==> src/rtl/alu_arbiter.sv <==
// alu_arbiter: round-robin sharing of one integer ALU between two requesters,
// with registered ALU operands and a valid/ready response channel.
module alu_arbiter #(
    parameter int DATA_WIDTH = 32
) (
    input  logic                  i_Clk,
    input  logic                  i_Rst_n,
    input  logic                  i_Req0_Valid,
    output logic                  o_Req0_Ready,
    input  logic [3:0]            i_Req0_Ctrl,
    input  logic [DATA_WIDTH-1:0] i_Req0_A,
    input  logic [DATA_WIDTH-1:0] i_Req0_B,
    input  logic                  i_Req1_Valid,
    output logic                  o_Req1_Ready,
    input  logic [3:0]            i_Req1_Ctrl,
    input  logic [DATA_WIDTH-1:0] i_Req1_A,
    input  logic [DATA_WIDTH-1:0] i_Req1_B,
    output logic [3:0]            o_ALU_Ctrl,
    output logic [DATA_WIDTH-1:0] o_ALU_A,
    output logic [DATA_WIDTH-1:0] o_ALU_B,
    input  logic [DATA_WIDTH-1:0] i_ALU_Result,
    output logic                  o_Rsp_Valid,
    input  logic                  i_Rsp_Ready,
    output logic                  o_Rsp_Id,
    output logic [DATA_WIDTH-1:0] o_Rsp_Result,
    output logic                  o_Rsp_Zero,
    output logic                  o_Rsp_Err,
    output logic                  o_Busy
);
    typedef enum logic [1:0] {IDLE, ISSUE, RESP} state_t;

    state_t                state;
    logic                  last;
    logic                  id;
    logic                  err;
    logic                  window;
    logic                  gnt;
    logic                  accept;
    logic                  legal;
    logic [3:0]            ctrl;
    logic [DATA_WIDTH-1:0] result;

    // The response handshake cycle doubles as the next accept window.
    always_comb begin
        window = i_Rst_n && (state == IDLE || (state == RESP && o_Rsp_Valid && i_Rsp_Ready));
        gnt    = (i_Req0_Valid && i_Req1_Valid) ? ~last : i_Req1_Valid;
        accept = window && (i_Req0_Valid || i_Req1_Valid);
        ctrl   = gnt ? i_Req1_Ctrl : i_Req0_Ctrl;
        legal  = !ctrl[3] || ctrl[2:0] == 3'b000 || ctrl[2:0] == 3'b101;
        result = err ? '0 : i_ALU_Result;
    end

    assign o_Req0_Ready = window && !gnt;
    assign o_Req1_Ready = window && gnt;
    assign o_Busy       = state != IDLE;

    always_ff @(posedge i_Clk) begin
        if (!i_Rst_n) begin
            state        <= IDLE;
            last         <= 1'b1;
            id           <= 1'b0;
            err          <= 1'b0;
            o_ALU_Ctrl   <= '0;
            o_ALU_A      <= '0;
            o_ALU_B      <= '0;
            o_Rsp_Valid  <= 1'b0;
            o_Rsp_Id     <= 1'b0;
            o_Rsp_Result <= '0;
            o_Rsp_Zero   <= 1'b0;
            o_Rsp_Err    <= 1'b0;
        end else begin
            case (state)
                IDLE: if (accept) state <= ISSUE;
                ISSUE: begin
                    state        <= RESP;
                    o_Rsp_Valid  <= 1'b1;
                    o_Rsp_Result <= result;
                    o_Rsp_Zero   <= result == '0;
                    o_Rsp_Err    <= err;
                    o_Rsp_Id     <= id;
                end
                RESP: if (i_Rsp_Ready) begin
                    o_Rsp_Valid <= 1'b0;
                    state       <= accept ? ISSUE : IDLE;
                end
                default: state <= IDLE;
            endcase
            if (accept) begin
                last       <= gnt;
                id         <= gnt;
                err        <= !legal;
                o_ALU_Ctrl <= legal ? ctrl : 4'b0000;
                o_ALU_A    <= gnt ? i_Req1_A : i_Req0_A;
                o_ALU_B    <= gnt ? i_Req1_B : i_Req0_B;
            end
        end
    end
endmodule
==> config.mk <==
export PLATFORM = sky130hd
export DESIGN_NAME = alu_arbiter
export DESIGN_NICKNAME = d
export VERILOG_FILES = /design/src/rtl/alu_arbiter.sv
export SDC_FILE = /design/constraint.sdc
export NUM_CORES = 1
export LEC_CHECK = 0
export BUFFER_PORTS_ARGS = -buffer_cell sky130_fd_sc_hd__buf_4
export CAP_MARGIN = 20
export CORE_ASPECT_RATIO = 0.7
export CORE_MARGIN = 5
export CORE_UTILIZATION = 48
export DETAILED_ROUTE_END_ITERATION = 8
export PLACE_DENSITY = 0.95
export SLEW_MARGIN = 25
export SYNTH_ARGS = -nofsm -noshare
export SYNTH_HDL_FRONTEND = slang
export SYNTH_SLANG_ARGS = --single-unit
==> constraint.sdc <==
create_clock -name i_Clk -period 2.3 [get_ports i_Clk]
set_clock_uncertainty 0.15 [all_clocks]
set_input_delay 0.46 -clock i_Clk [delete_from_list [all_inputs] [get_ports i_Clk]]
set_output_delay 0.46 -clock i_Clk [all_outputs]
set_load 0.05 [all_outputs]
==> results.json <==
{
  "critPathKind": "flip-flop to output port",
  "cts.sink_count": 109,
  "core_mm2": 0.00983,
  "drive_gt1_share_pct": 37.2,
  "hold_depth": 3,
  "remaining_drc_errors": 0,
  "synth.mux.area_fraction_pct": 0.203,
  "grtUsageMet2_pct": 44.3,
  "grt-busiest-layer": "met2",
  "final_util_pct": 74.2,
  "reg2reg_from": "o_Rsp_Valid",
  "synth_area_leaders": "dfxtp_1 44%, nand2_1 13%, o211a_1 13%",
  "holdWs_ns": 0.268,
  "numCtsBuffers": 9,
  "r2r_setup_slack_ns": 0.38,
  "hold_path_startpoint": "i_ALU_Result[18]",
  "vias": 5267,
  "final_nets": 1005,
  "synth_compound_area_share_pct": 21.1,
  "drt-pass1-iter-count": 5,
  "viasPerCell": 5.46,
  "wl_per_cell_um": 17.6,
  "initial_core_util_pct": 50.0,
  "clock_tree.buffer_depth": 2,
  "endpoint_kind": "output port",
  "postSynthAreaPerCell_um2": 8.44,
  "layout_min_cycle_time_ns": 2.12,
  "dieArea_mm2": 0.0124,
  "synth_nets": 756,
  "cap_violations": 0,
  "hold_viol": 0,
  "period_share_pct": 92.2,
  "worstPathArrival_ns": 1.51,
  "synth_top_family_by_area": "simple AND/OR/NAND/NOR gates",
  "layout_common_cells": "288 x buf_4, 175 x nand2_1, 109 x dfxtp_1, 66 x nand3_1, 64 x o211a_1",
  "peakVddDrop_mv": 0.510,
  "p_leak_nw": 3.94,
  "slew-limit-headroom_pct": 39.3,
  "syn_inst": 583,
  "port_buffers": 279,
  "grtUsageMet1_pct": 30.3,
  "htree_num_levels": 3,
  "setup_violations": 0,
  "grt_pass1_wl_um": 25600,
  "pin_count": 280,
  "maxSlewViolCount": 0,
  "critPathLaunchType": "flip-flop",
  "place_congestion": 0.952,
  "cp_max_fo": 7,
  "areaGrowthSynthToFinish_pct": 48.2,
  "ctsResizeCount": 0,
  "tritoncts": "yes",
  "clkTransAtPathRegs_ns": 0.07,
  "dp_hpwl_um": 12900,
  "placed_cells": 949,
  "crit_required_ns": 1.69,
  "grt.met3_usage_pct": 7.41,
  "grtUsageTotal_pct": 25.7,
  "clkLatencyLatePin_ns": 0.33,
  "synth_ff_type": "dfxtp_1",
  "rsz0062_at_grt": "no",
  "cts_setup_buffers": 0,
  "synth_top_cell_by_area": "dfxtp_1",
  "synthArstFlopShare_pct": 0,
  "ant_nets": 0,
  "reg2reg_to": "o_ALU_A[7]",
  "chipHeight_um": 94.7,
  "grt_overflow": 0,
  "yosysTopAreaCellShare_pct": 44.4,
  "synthAdderAreaFrac_pct": 0,
  "tightest_slew_ns": 0.909,
  "powerDensity_mw_per_mm2": 720,
  "dpl_cell_area_mm2": 0.00702,
  "synth_xor_area_share_pct": 0.356,
  "rows": 30,
  "cts_hold_buf": 0,
  "synth_edf_count": 0,
  "max_freq_ghz": 0.472,
  "fin_cells": 965,
  "synth_seq_area_share_pct": 44.4,
  "status": "finished, final reports clean",
  "hold_class": "input pin to flip-flop",
  "r2r_cells": 6,
  "dr.first_iter.drc_count": 393,
  "grt_pass1_vias": 5269,
  "design_area_mm2": 0.00729,
  "antenna_found_initial": 0,
  "n_antenna_cell": 0,
  "yosys.cell_types.count": 35,
  "layout_commonest_cell": "buf_4",
  "netlist_area_mm2": 0.00492,
  "grt_start_max_net_pins": 119,
  "ys_seq_elements": 109,
  "yosysWarnings": 0,
  "clockRootBuffer": "clkbuf_16",
  "synthSimpleGateAreaFrac_pct": 27.8,
  "wl_um": 17000,
  "min_to": "o_Rsp_Result[18]",
  "die_x_um": 131,
  "fillers": 709,
  "fin_setup_tns_ns": 0
}
[synthesized netlist by cell type (all sizes together), types with 2 or more instances]
cell      n
o21ai     4
buf      28
nor4      7
nand2b    2
a32o      3
inv       4
xor2      2
nor2      7
nand3b   33
a21oi     4
nor2b     2
a21boi   35
o211a    64
dfxtp   109
nand3    66
nand2   175
clkbuf   25
[power by group]
part	leakage, nW	switching [W]	internal (W)
Clock	0.126	0.000675	0.000738
Combinational	2.92	0.00104	0.000624
Sequential	0.896	0.000118	0.00206
Total	3.94	0.00183	0.00342
[cell type report]
| type | instances | area [um2] | area share, % |
|---|---|---|---|
| Multi-Input combinational cell | 417 | 2440 | 33.5 |
| Timing Repair Buffer | 291 | 2220 | 30.5 |
| Sequential cell | 109 | 2180 | 29.9 |
| Clock buffer | 11 | 233 | 3.19 |
| Tap cell | 128 | 160 | 2.20 |
| Clock inverter | 5 | 37.5 | 0.515 |
| Inverter | 4 | 16.3 | 0.223 |
[state kept, by name, summed over array words and instances, names as in the netlist]
register and cells:
state 2, o_Rsp_Zero 1, o_Rsp_Id 1, id 1
o_ALU_Ctrl 4, o_Rsp_Result 32, last 1, o_ALU_A 32
o_Rsp_Valid 1, o_Rsp_Err 1, o_ALU_B 32, err 1
[per-stage QoR]
stage	total power (W)	worst slack (ns)
2_1_floorplan	0.00324	0.0217
3_3_place_gp	0.00383	0.353
3_5_place_dp	0.00387	0.231
4_1_cts	0.00528	0.164
5_1_grt	0.00547	0.0648
6_report	0.00525	0.179
[kinds of logic after synthesis]
logic type | after synthesis
AOI/OAI and AO/OA | 117
xor gates and xnor gates | 2
DFF | 109
and+or+nand+nor | 297
muxes | 1
buffers and inverters | 57
[worst max-delay path, cell delays in order (launching register included)]
cell and delay (ns):
dfxtp_1 0.36, nand2b_1 0.19, a21o_1 0.18, nor2_1 0.20, buf_4 0.25
[per-layer routing]
metal  part of all wire, %  vias up
met5                     0        -
met4                   3.4        0
met3                   9.4       47
met1                    38     2456
met2                    50      240
li1                      -     2524
[worst max-delay path by stage]
stage / to / start
final: o_Req1_Ready / state[0]
after global routing: o_Req1_Ready / state[0]
after CTS: o_Req1_Ready / state[0]
after detailed placement: o_ALU_A[23] / i_Rsp_Ready
after global placement: o_ALU_A[18] / i_Rsp_Ready
after floorplan: o_Req1_Ready / i_Req1_Valid
(Power assumes the default switching activity.)
